--- src/rtl/posit_mult_arbiter.sv ---
// posit_mult_arbiter: two-requester window arbiter in front of one shared posit multiplier,
// with a tag FIFO that steers results back to their requester in issue order.
module posit_mult_arbiter #(
    parameter int POSIT_WIDTH = 16,
    parameter int POSIT_ES = 1,
    parameter int TAG_DEPTH = 4,
    localparam int FRACTION_SIZE_IN = POSIT_WIDTH - POSIT_ES - 3,
    localparam int SCALE_SIZE_IN = $clog2(POSIT_WIDTH) + POSIT_ES + 1,
    localparam int FRACTION_SIZE_OUT = 2 * (FRACTION_SIZE_IN + 1),
    localparam int SCALE_SIZE_OUT = SCALE_SIZE_IN + 1,
    localparam int OPW = 2 * (FRACTION_SIZE_IN + SCALE_SIZE_IN + 3),
    localparam int RSW = FRACTION_SIZE_OUT + SCALE_SIZE_OUT + 3
) (
    input  logic           clk,
    input  logic           rst_n,
    input  logic           req0_rts_i,
    input  logic           req0_sow_i,
    input  logic           req0_eow_i,
    input  logic [OPW-1:0] req0_data_i,
    output logic           req0_rtr_o,
    input  logic           req1_rts_i,
    input  logic           req1_sow_i,
    input  logic           req1_eow_i,
    input  logic [OPW-1:0] req1_data_i,
    output logic           req1_rtr_o,
    output logic           m_rts_o,
    output logic           m_sow_o,
    output logic           m_eow_o,
    output logic [OPW-1:0] m_data_o,
    input  logic           m_rtr_i,
    input  logic           r_rts_i,
    input  logic           r_sow_i,
    input  logic           r_eow_i,
    input  logic [RSW-1:0] r_data_i,
    output logic           r_rtr_o,
    output logic           res0_rts_o,
    output logic           res0_sow_o,
    output logic           res0_eow_o,
    output logic [RSW-1:0] res0_data_o,
    input  logic           res0_rtr_i,
    output logic           res1_rts_o,
    output logic           res1_sow_o,
    output logic           res1_eow_o,
    output logic [RSW-1:0] res1_data_o,
    input  logic           res1_rtr_i,
    output logic           err_o
);
    localparam int PW = $clog2(TAG_DEPTH);
    localparam int CW = PW + 1;

    typedef enum logic [1:0] {IDLE, GRANT0, GRANT1} state_t;

    state_t               state_q;
    logic                 last_q, err_q;
    logic [TAG_DEPTH-1:0] tag_q;
    logic [PW-1:0]        wr_q, rd_q;
    logic [CW-1:0]        cnt_q, cnt_d;
    logic                 g0, g1, full, empty, push, pop, head, sel0, sel1, e0, e1;

    always_comb begin
        g0 = state_q == GRANT0;
        g1 = state_q == GRANT1;
        full = cnt_q == CW'(TAG_DEPTH);
        empty = cnt_q == '0;
        m_rts_o = (g0 ? req0_rts_i : g1 & req1_rts_i) & ~full;
        m_sow_o = g0 ? req0_sow_i : g1 & req1_sow_i;
        m_eow_o = g0 ? req0_eow_i : g1 & req1_eow_i;
        m_data_o = g0 ? req0_data_i : g1 ? req1_data_i : '0;
        req0_rtr_o = g0 & m_rtr_i & ~full;
        req1_rtr_o = g1 & m_rtr_i & ~full;
        push = m_rts_o & m_rtr_i;
        head = tag_q[rd_q];
        sel0 = ~empty & ~head;
        sel1 = ~empty & head;
        res0_rts_o = sel0 & r_rts_i;
        res0_sow_o = sel0 & r_sow_i;
        res0_eow_o = sel0 & r_eow_i;
        res0_data_o = sel0 ? r_data_i : '0;
        res1_rts_o = sel1 & r_rts_i;
        res1_sow_o = sel1 & r_sow_i;
        res1_eow_o = sel1 & r_eow_i;
        res1_data_o = sel1 ? r_data_i : '0;
        r_rtr_o = (sel0 & res0_rtr_i) | (sel1 & res1_rtr_i);
        pop = r_rts_i & r_rtr_o;
        cnt_d = cnt_q + CW'(push) - CW'(pop);
        e0 = req0_rts_i & req0_sow_i;
        e1 = req1_rts_i & req1_sow_i;
    end

    assign err_o = err_q;

    // On a tie the grant goes to the requester that did not win last time
    always_ff @(posedge clk) begin
        if (!rst_n) begin
            state_q <= IDLE;
            last_q <= 1'b1;
        end else if (!g0 && !g1) begin
            state_q <= e0 & (~e1 | last_q) ? GRANT0 : e1 ? GRANT1 : IDLE;
        end else if (push && m_eow_o) begin
            state_q <= IDLE;
            last_q <= g1;
        end
    end

    always_ff @(posedge clk) begin
        if (!rst_n) begin
            wr_q <= '0;
            rd_q <= '0;
            cnt_q <= '0;
            err_q <= 1'b0;
        end else begin
            if (push) begin
                tag_q[wr_q] <= g1;
                wr_q <= wr_q + 1'b1;
            end
            if (pop) rd_q <= rd_q + 1'b1;
            cnt_q <= cnt_d;
            err_q <= err_q | (r_rts_i & empty);
        end
    end
endmodule

--- config.mk ---
export PLATFORM = sky130hd
export DESIGN_NAME = posit_mult_arbiter
export DESIGN_NICKNAME = d
export VERILOG_FILES = /design/src/rtl/posit_mult_arbiter.sv
export SDC_FILE = /design/constraint.sdc
export NUM_CORES = 1
export LEC_CHECK = 0
export CELL_PAD_IN_SITES_DETAIL_PLACEMENT = 1
export CELL_PAD_IN_SITES_GLOBAL_PLACEMENT = 1
export CORE_ASPECT_RATIO = 2
export CORE_MARGIN = 5
export CORE_UTILIZATION = 15
export CTS_CLUSTER_DIAMETER = 200
export CTS_CLUSTER_SIZE = 28
export DETAILED_ROUTE_END_ITERATION = 6
export PLACE_DENSITY = 0.83
export SYNTH_ARGS = -nofsm -noshare
export SYNTH_HDL_FRONTEND = slang
export SYNTH_SLANG_ARGS = --single-unit
--- constraint.sdc ---
create_clock -name clk -period 6.05 [get_ports clk]
set_clock_uncertainty 0.15 [all_clocks]
set_input_delay 1.21 -clock clk [delete_from_list [all_inputs] [get_ports clk]]
set_output_delay 1.21 -clock clk [all_outputs]
set_load 0.05 [all_outputs]
==> results of run 1 <==
==> flip-flops by register name, summed over array words and instances, names as in the netlist <==
register / cells
err_o: 1
cnt_q: 3
state_q: 2
wr_q: 2
last_q: 1
rd_q: 2
tag_q: 4
==> layout make-up <==
type                    instances  area (um^2)  share of cell area
clock buffers                   3        75.07             0.01626
repair buffers                262         2618              0.5668
clock inverters                 1        5.005            0.001084
well taps                     145        181.4             0.03928
multi-input cells             186         1365              0.2956
inverters                       9        33.78            0.007315
flip-flops and latches         15        340.3             0.07369
==> layout by cell type (no fill, tap or decap), types with 2 or more instances in the layout <==
cell type and n:
sky130_fd_sc_hd__a21boi_0 4, sky130_fd_sc_hd__a22o_1 42, sky130_fd_sc_hd__and2_1 83, sky130_fd_sc_hd__and3_1 6, sky130_fd_sc_hd__buf_4 2, sky130_fd_sc_hd__clkbuf_16 3, sky130_fd_sc_hd__clkdlybuf4s50_1 260, sky130_fd_sc_hd__dfxtp_1 11
sky130_fd_sc_hd__edfxtp_1 4, sky130_fd_sc_hd__ha_1 8, sky130_fd_sc_hd__inv_1 9, sky130_fd_sc_hd__mux2i_1 2, sky130_fd_sc_hd__nand2_1 9, sky130_fd_sc_hd__nor2_1 3, sky130_fd_sc_hd__o21ai_0 3, sky130_fd_sc_hd__o311ai_0 2
sky130_fd_sc_hd__o31ai_1 2, sky130_fd_sc_hd__xor2_1 2
==> power by group through the flow <==
stage               logic [W]  registers [W]  clock network (W)
floorplan            0.000707       0.000131                  0
CTS                   0.00113       0.000127           0.000134
detailed placement    0.00113       0.000129                  0
finish                0.00112       0.000127           0.000132
global route          0.00118       0.000129           0.000139
global placement      0.00111       0.000128                  0
==> per-layer routing <==
metal / part of all wire / up-vias / track usage
met5: 0.0020 / - / 0
met4: 0.017 / 4 / 0.03422
met1: 0.31 / 1220 / 0.1307
met3: 0.17 / 17 / 0.08888
li1: - / 1302 / -
met2: 0.49 / 249 / 0.2891
==> worst min path at each step <==
| stage | start | endpoint | depth (start not counted) | slack [ps] |
|---|---|---|---|---|
| 6_report | rd_q[1] | rd_q[1] | 2 | 340 |
| 5_1_grt | rd_q[1] | rd_q[1] | 2 | 370 |
| 4_1_cts | rd_q[1] | rd_q[1] | 2 | 350 |
| 3_5_place_dp | rd_q[1] | rd_q[1] | 2 | 340 |
| 3_3_place_gp | rd_q[1] | rd_q[1] | 2 | 320 |
| 2_1_floorplan | rd_q[1] | rd_q[1] | 2 | 310 |
==> worst min-delay path, stage by stage (launching register included) <==
cell                       delay, ps
sky130_fd_sc_hd__dfxtp_1         320
sky130_fd_sc_hd__o31ai_1          70
sky130_fd_sc_hd__a21boi_1         60
==> through the flow <==
stage / std cells / cell area (um^2) / setup slack (ps) / total power (W)
CTS: 621 / 4618 / 1459 / 0.001393
finish: 621 / 4618 / 1510 / 0.001375
global route: 621 / 4618 / 1225 / 0.001443
detailed placement: 617 / 4538 / 1729 / 0.001259
global placement: 617 / 4538 / 1850 / 0.001239
floorplan: 229 / 1807 / 2349 / 0.0008387
==> kinds of logic (layout without fill, tap and decap cells) <==
| logic type | Yosys count | count (layout) |
|---|---|---|
| adder cells (fa/ha/maj) | 9 | 9 |
| AO/OA/AOI/OAI | 60 | 60 |
| buffers and inverters | 28 | 275 |
| AND/OR/NAND/NOR | 111 | 111 |
| multiplexers | 3 | 3 |
| XOR/XNOR | 3 | 3 |
| flip-flops | 15 | 15 |
==> out/metrics.sh, run 1 <==
GRT_UTIL_ALL_LAYERS=0.1513
POSTROUTEWIRELENGTH_MM=11.73
CRITICAL_PATH.REG2REG.ENDPOINT='cnt_q[2]'
NETSWITCHINGFRACTION=0.5583
DESIGN.CORE.AREA_MM2=0.01177
YOSYS.AREA_SHARE.SIMPLE=0.3726
GRT_SETUP_UNREPAIRED='false'
POST_SYNTH_XOR_AREA_FRACTION=0.01454
PLACE.GP.CONGESTION=0.8385
CELL_CHAIN_OF_THE_CRITICAL_PATH='mux4_2 -> nor2_2 -> and2_1 -> clkdlybuf4s50_1'
SYNTH_CELL_TYPES=36
FILLERS=1371
PIN_COUNT_OF_THE_BIGGEST_NET_ENTERING_GLOBAL_ROUTING=50
CP_NUM_CELLS=4
POSTSYNTHCELLCOUNT=229
ROOT_BUFFER='sky130_fd_sc_hd__clkbuf_16'
FIRSTDRTPASSITERS=3
REPORT.FINAL.SETUP_VIOL=0
POSTSYNTHAREAPERCELL_UM2=7.890
DIEAREA_MM2=0.01447
SYNTH_TOP_FAMILY_BY_AREA='simple AND/OR/NAND/NOR gates'
CTS.SINK_COUNT=15
TIMING.CRITICAL_PATH.TO_TYPE='output pin'
POSTROUTEANTENNANETS=0
CLOCK_INSERTION_DELAY_WORST_SKEW_PS=250
SYNTH_FP_NETS=372
SYNTH_COMPOUND_GATE_AREA_SHARE=0.2756
VDD_DROP_MAX_mV=0.1479
SLEW_VIOLATIONS=0
HOLD_SLACK_PS=343.8
PORT_BUFFERS=260
SYNTH-SEQ-AREA-SHARE=0.1884
GRT_PASS1_WL_MM=16.63
ANTENNA-DIODE-COUNT=0
YS_TOP_CELLS_BY_AREA='sky130_fd_sc_hd__and2_1, sky130_fd_sc_hd__a22o_1, sky130_fd_sc_hd__dfxtp_1, sky130_fd_sc_hd__edfxtp_1, sky130_fd_sc_hd__ha_1'
CRITICAL_PATH_CAPTURE_POINT='res0_data_o[33]'
SYNTH_MUX_AREA_FRAC=0.02355
FINAL_LAYOUT_SIZE_SUFFIX_GT1_FRAC=0.02311
DIE_H_UM=165.2
SYNTH_AREA_MM2=0.001807
ASYNC_RESET_FF_FRAC=0
CLOCK.FMAX_MHz=220.3
SYNTH_MOST_COMMON_CELL='sky130_fd_sc_hd__and2_1'
ANTENNA_VIOLATIONS_BEFORE_REPAIR=2
SLEW_HEADROOM=0.2584
HTREE_LEVELS=1
INITIAL_UTIL=0.1535
SYNTH_ADDER_AREA_SHARE=0.06648
FINALCOREUTILIZATION=0.3923
DPL.HPWL_MM=10.43
SHARE_SEQ_OF_TOTAL_POWER=0.092
SLEW_AT_THE_PIN_CLOSEST_TO_ITS_MAX_SLEW_LIMIT_PS=1111
CRIT_SLOWEST_CELL='sky130_fd_sc_hd__nor2_2'
WORSTPATHREQUIRED_PS=4690
POWERDENSITY_mW_PER_MM2=297.7
CRITPATHBUFINV=1
VIA_DENSITY_PER_INSTANCE=4.496
STATUS='finished, final reports clean'
YOSYS.AREA.TOP_TYPE='sky130_fd_sc_hd__and2_1'
NET-SWITCHING-POWER_W=0.0007676
ROWS=56
CLOCK_POWER_SHARE=0.096
CAP_VIOL_MAX_COUNT=0
CLOCK_PATH_BUFFERS=2
FIN_NETS=620
SYNTH-WARNING-COUNT=0
OVERFLOW=0
WORST-R2R-CELL-COUNT=13
LAYOUT-AREA-OVERHEAD-VS-SYNTH_PCT=155.6
WORSTHOLDPATHTYPE='register to register'
ROUTE.DETAILED.DRC=0
FF2FF_SETUP_SLACK_PS=2700
SETUP-TNS-FINAL_PS=0
SYNTHDOMINANTCELLAREASHARE=0.2874
TIMING.CRITICAL_PATH.MAX_DELAY_FAMILY='simple AND/OR/NAND/NOR gates'
COMB_POWER_SHARE=0.812
MAX_STAGE_DELAY_PS=880
IO_PINS=261
PATH_CLASS='register to output pin'
NUMBER_OF_BUFFERS_CREATED_BY_CTS=3
WORST_R2R_STARTPOINT='state_q[1]'
REPORT.FINAL.HOLD_VIOL_COUNT=0
CLK_PIN_SLEW_WORST_PATHS_PS=50
CELL_INTERNAL_PWR_W=0.0006072
HOLDBUFCOUNTCTS=0
WORST_SETUP_PATH_START_KIND='register'
FIRST_ITER_VIOLATIONS=64
TOTAL_VIAS_IN_THE_FINAL_ROUTE=2792
SYNTH_COMMONEST_CELLS='sky130_fd_sc_hd__and2_1, sky130_fd_sc_hd__a22o_1, sky130_fd_sc_hd__clkbuf_1, sky130_fd_sc_hd__dfxtp_1'
WORST_PATH_ARRIVAL_PS=3180
SETUP.WORST_PATH.START='rd_q[0]'
CTS_TREE='built'
SYNTH_TOP_FLOP_CELL='sky130_fd_sc_hd__dfxtp_1'
CTS_RESIZED=0
DIE_WIDTH_UM=87.61
DRT-WIRELENGTH-PER-CELL_UM=18.89
FINALWORSTPATHREQUIREDPERIOD_PS=4540
VIAS_IN_THE_FIRST_GLOBAL_ROUTE=3135
YOSYS_REGISTER_BITS=15
CELLLEAKAGEPOWER_nW=1.762
CRITICAL_PATH.MAX_FANOUT=39
TIMING.FINAL.CRIT_SHARE=0.7504
POST-CTS-SETUP-BUFFERS=0
SYNTH-EDFF-COUNT=4
No activity file was read; power rests on OpenSTA's default activity.
==> run 2, diff against run 1 <==
--- a/config.mk
+++ b/config.mk
@@ -9,11 +9,11 @@
 export CELL_PAD_IN_SITES_GLOBAL_PLACEMENT = 1
 export CORE_ASPECT_RATIO = 2
 export CORE_MARGIN = 5
-export CORE_UTILIZATION = 15
+export CORE_UTILIZATION = 14
 export CTS_CLUSTER_DIAMETER = 200
 export CTS_CLUSTER_SIZE = 28
 export DETAILED_ROUTE_END_ITERATION = 6
-export PLACE_DENSITY = 0.83
+export PLACE_DENSITY = 0.78
 export SYNTH_ARGS = -nofsm -noshare
 export SYNTH_HDL_FRONTEND = slang
 export SYNTH_SLANG_ARGS = --single-unit
==> constraint.sdc (replaced) <==
create_clock -name clk -period 4.2 [get_ports clk]
set_clock_uncertainty 0.15 [all_clocks]
set_input_delay 0.84 -clock clk [delete_from_list [all_inputs] [get_ports clk]]
set_output_delay 0.84 -clock clk [all_outputs]
set_load 0.05 [all_outputs]
==> run 2 against run 1 <==
Net effect: final area increased by 0.38%; register-to-register slack got worse by 1800 ps; first-iteration DRC count decreased by 20%; critical path depth increased by 2; via count decreased by 0.61%; sequential share of layout area about the same; count of clock-buffer cells in the layout increased by 1; combinational power increased by 44%; cell count increased by 0.97%; largest power group unchanged; highest routed layer is now met4.
==> out/metrics.sh, run 2 (synthesized netlist as in run 1, its figures left out) <==
STATUS='finished, final reports clean'
PORT_BUFFERS=260
CELLLEAKAGEPOWER_nW=1.778
CLOCK_PATH_BUFFERS=2
ROUTE.DETAILED.DRC=0
INITIAL_UTIL=0.1431
OVERFLOW=0
PIN_COUNT_OF_THE_BIGGEST_NET_ENTERING_GLOBAL_ROUTING=49
REPORT.FINAL.SETUP_VIOL=0
SLEW_VIOLATIONS=0
VDD_DROP_MAX_mV=0.2745
TIMING.FINAL.CRIT_SHARE=0.8849
FINALWORSTPATHREQUIREDPERIOD_PS=3717
TOP_REGISTER='tag_q'
ANTENNA-DIODE-COUNT=0
POSTROUTEANTENNANETS=0
PLACE.GP.CONGESTION=0.8008
HOLDBUFCOUNTCTS=0
DRT-WIRELENGTH-PER-CELL_UM=17.36
FIRSTDRTPASSITERS=3
TIMING.CRITICAL_PATH.TO_TYPE='output pin'
PATH_CLASS='register to output pin'
CRIT_SLOWEST_CELL='sky130_fd_sc_hd__clkdlybuf4s50_1'
DPL.HPWL_MM=9.889
WORST_SETUP_PATH_START_KIND='register'
CLOCK_INSERTION_DELAY_WORST_SKEW_PS=250
CELL_INTERNAL_PWR_W=0.0008798
VIAS_IN_THE_FIRST_GLOBAL_ROUTE=3073
DIE_H_UM=170.7
DESIGN.CORE.AREA_MM2=0.01263
CRITPATHBUFINV=3
TOTAL_VIAS_IN_THE_FINAL_ROUTE=2775
WORSTHOLDPATHTYPE='register to register'
NUMBER_OF_BUFFERS_CREATED_BY_CTS=3
FIN_NETS=621
GRT_PASS1_WL_MM=15.86
CTS_TREE='built'
CLK_PIN_SLEW_WORST_PATHS_PS=50
ROOT_BUFFER='sky130_fd_sc_hd__clkbuf_16'
CELL_CHAIN_OF_THE_CRITICAL_PATH='inv_1 -> ha_1 -> nor2b_4 -> buf_12 -> a22o_1 -> clkdlybuf4s50_1'
CTS.SINK_COUNT=15
ANTENNA_VIOLATIONS_BEFORE_REPAIR=0
ROWS=58
CLOCK.FMAX_MHz=269.1
CLOCK_POWER_SHARE=0.094
MOSTFREQUENTLAYOUTCELLS='sky130_fd_sc_hd__clkdlybuf4s50_1, sky130_fd_sc_hd__and2_1, sky130_fd_sc_hd__a22o_1, sky130_fd_sc_hd__dfxtp_1'
SLEW_HEADROOM=0.5486
GRT_UTIL_ALL_LAYERS=0.1313
VIA_DENSITY_PER_INSTANCE=4.426
POST-CTS-SETUP-BUFFERS=0
IO_PINS=261
POSTROUTEWIRELENGTH_MM=10.89
TIMING.CRITICAL_PATH.MAX_DELAY_FAMILY='buffers and inverters'
COMB_POWER_SHARE=0.814
NET-SWITCHING-POWER_W=0.001098
PRE_CTS_WS_PS=584.6
WORST_PATH_ARRIVAL_PS=2730
REPORT.FINAL.HOLD_VIOL_COUNT=0
HTREE_LEVELS=1
SLEW_AT_THE_PIN_CLOSEST_TO_ITS_MAX_SLEW_LIMIT_PS=672.0
CAP_VIOL_MAX_COUNT=0
LAYOUT.CELLS.MOST_COMMON='sky130_fd_sc_hd__clkdlybuf4s50_1'
LARGEST_REGISTER_FFS=4
NETSWITCHINGFRACTION=0.5552
SETUP-TNS-FINAL_PS=0
BIGGESTREGSBYFLOPS='tag_q x4, cnt_q x3'
FIRST_ITER_VIOLATIONS=51
FINAL_LAYOUT_SIZE_SUFFIX_GT1_FRAC=0.03774
DIE_WIDTH_UM=90.33
WORSTPATHREQUIRED_PS=3210
GRT_SETUP_UNREPAIRED='false'
CTS_RESIZED=0
LAYOUT-AREA-OVERHEAD-VS-SYNTH_PCT=156.6
CRITICAL_PATH.MAX_FANOUT=23
POWERDENSITY_mW_PER_MM2=426.7
SHARE_SEQ_OF_TOTAL_POWER=0.092
MAX_STAGE_DELAY_PS=810
TIMING.FINAL.WS_SETUP_PS=483.3
DIEAREA_MM2=0.01542
-- run 2: worst min-delay path, cell delays in order (launching register included) --
cell,delay (ps)
sky130_fd_sc_hd__dfxtp_1,330
sky130_fd_sc_hd__a21oi_1,40
sky130_fd_sc_hd__nor2b_1,90
-- run 2: per-stage QoR --
| stage | instance area [um^2] | hold WS (ps) | util | std cells | power, W |
|---|---|---|---|---|---|
| floorplan | 1807 | 305.8 | - | 229 | 0.001208 |
| CTS | 4636 | 353.9 | 0.3671 | 627 | 0.002008 |
| global route | 4636 | 378.2 | 0.3671 | 627 | 0.002065 |
| global placement | 4557 | 324.9 | 0.3609 | 623 | 0.001795 |
| detailed placement | 4557 | 342.2 | 0.3609 | 623 | 0.001817 |
| finish | 4636 | 344.4 | 0.3671 | 627 | 0.001978 |
-- run 2: layout make-up --
class	count	area (um^2)
Timing Repair Buffer	263	2623
Tap cell	150	187.7
Clock buffer	4	78.83
Fill cell	1480	7991
Sequential cell	15	340.3
Multi-Input combinational cell	186	1373
Inverter	9	33.78
-- run 2: path summary, 6_finish.rpt --
| path | endpoint | cells after the start | from | slack, ps |
|---|---|---|---|---|
| worst max register to register | cnt_q[2] | 13 | state_q[1] | 860 |
| worst min-delay path | err_o | 2 | err_o | 340 |
| worst min register to register | err_o | 2 | err_o | 340 |
| worst max-delay path | m_data_o[28] | 6 | state_q[0] | 480 |
-- run 2: metal layers --
| metal | routed length, um | track usage |
|---|---|---|
| met1 | 3540 | 0.1092 |
| met2 | 5518 | 0.2631 |
| met3 | 1468 | 0.05543 |
| met4 | 360 | 0.05509 |
| met5 | 0 | 0 |
-- run 2: power groups by stage --
stage | clock [W] | combinational (W) | sequential (W)
2_1_floorplan | 0 | 0.00102 | 0.000189
5_1_grt | 0.000197 | 0.00168 | 0.000186
4_1_cts | 0.000192 | 0.00163 | 0.000182
6_report | 0.000185 | 0.00161 | 0.000182
3_3_place_gp | 0 | 0.00161 | 0.000183
3_5_place_dp | 0 | 0.00163 | 0.000185
==> variant, RTL diff (config.mk and constraints of run 2) <==
The parameter `TAG_DEPTH` goes from 4 to 16.
--- a/src/rtl/posit_mult_arbiter.sv
+++ b/src/rtl/posit_mult_arbiter.sv
@@ -3,7 +3,7 @@
 module posit_mult_arbiter #(
     parameter int POSIT_WIDTH = 16,
     parameter int POSIT_ES = 1,
-    parameter int TAG_DEPTH = 4,
+    parameter int TAG_DEPTH = 16,
     localparam int FRACTION_SIZE_IN = POSIT_WIDTH - POSIT_ES - 3,
     localparam int SCALE_SIZE_IN = $clog2(POSIT_WIDTH) + POSIT_ES + 1,
     localparam int FRACTION_SIZE_OUT = 2 * (FRACTION_SIZE_IN + 1),
Function: changed (a bounded check fails within 10 cycles, from zero or initial values and one cycle with rst_n low).
==> variant against run 2 <==
Synthesized area is 52% higher; total power is 49% higher; wire length grew 19%; worst setup slack got worse by 330 ps; count of clock-buffer cells in the layout increased by 2; cell area up 26%; sequential cell count rose by 18; fmax decreased by 8.1%; sequential power rose by 120%; critical path type unchanged; largest power group unchanged.
==> variant: results (changes against run 2) <==
power:
  power_leakage_nw: 2.19  # +23%
  ir_worst_vdd_mv: 0.205  # -25%
  combinationalPowerShare: 0.723  # -0.091
  clock_power_share: 0.141  # +0.047
drt:
  postRouteWirelength_um: 12900  # +19%
  dr_wl_met2_um: 7130  # +29%
  via_count: 3618  # +30%
  met3_length_um: 1730  # +18%
  met1_length_um: 3820  # +7.9%
layout:
  fillers: 2315  # +56%
  biggestRegsByFlops: "tag_q x16, cnt_q x5"
  drive_above_1_share: 0.0459  # +0.00817
  seq_share: 0.141  # +0.0671
  num-nonclk-buffers: 269  # +2.3%
  clk_share: 0.0278  # +0.0108
  num_sequential: 33  # +18
  multi_input_cells: 287  # +54%
  multi_input_area_um2: 1790  # +31%
  nNonClkInverters: 13  # +4
  utilization: 0.302  # -0.0655
  final-instance-count-excl-fill: 869  # +39%
  nClkBuffers: 6  # +2
  design.final.nets: 757  # +22%
global_route:
  grt_max_degree: 45  # -8.2%
  global_route.usage.met3: 0.0462  # -0.00922
  gr-usage-met1: 0.0807  # -0.0285
  wire_length_of_the_first_global_routing_pass_um: 19400  # +22%
  via_count_of_the_first_global_routing_pass: 3916  # +27%
floorplan:
  std_cell_rows: 72  # +24%
placed_design:
  pre_cts_ws_ps: 304  # -281 ps
  dp.final_hpwl_um: 10900  # +9.9%
  gp_congestion: 0.748  # -6.6%
  postPlaceCellArea_um2: 5680  # +25%
critical_path:
  setup_slack_of_the_worst_register_to_register_path_ps: 380  # -480 ps
  r2r_end: "cnt_q[4]$_SDFF_PN0_"
  critical_path.max_stage_delay_ps: 840  # +30 ps
timing:
  max-slew-margin-rel: 0.458  # -0.0905
  final.hold.worst_slack_ps: 370  # +25.2 ps
yosys:
  netlist_top_cells_area: "edfxtp_1 (18%), a22o_1 (14%), nor2_1 (13%)"
  netlist_instances: 359  # +57%
  synth_xor_area_frac: 0.0192  # +0.00461
  most_instantiated_cells_after_synthesis: "nor2_1 (98), nand2_1 (61), a22o_1 (44)"
  fraction_of_synthesized_area_in_multiplexers: 0.0789  # +0.0553
  synth-compound-area-share: 0.180  # -0.0960
  post_synth_fa_ha_maj_area_fraction: 0.0666  # +0.0000935
  synth_enable_flop_cells: 16  # +12
clock_network:
  htreeDepth: 2  # +1
  clk-insertion-delay-late_ps: 280  # +30 ps
  cts_buffers: 5  # +2
outcome:
  status: "complete, no violations"
==> variant: cell types whose count changed after synthesis, sizes merged, moves of 5 or more <==
cell and change:
buf +5, edfxtp +12, nand2 +52, ha +5, a21oi +5, dfxtp +6
nor2 +94, mux2i +7, and2 -74
==> variant: how the worst max path moves through the flow <==
stage / startpoint / end / slack (ps) / cells after the start
finish: rd_q[1]$_SDFFE_PN0P_ / res0_data_o[12] / 160 / 6
global route: rd_q[1]$_SDFFE_PN0P_ / res0_data_o[18] / 20 / 6
CTS: rd_q[1]$_SDFFE_PN0P_ / res1_data_o[14] / 50 / 6
detailed placement: req1_rts_i / cnt_q[4]$_SDFF_PN0_ / 300 / 12
global placement: req1_rts_i / cnt_q[4]$_SDFF_PN0_ / 390 / 12
floorplan: rd_q[1]$_SDFFE_PN0P_ / cnt_q[4]$_SDFF_PN0_ / 560 / 14
==> variant: timing repair <==
item / CTS / global route
hold buffers: 0 / 0
resized for setup: 0 / 1
setup endpoints to repair: 0 / 39
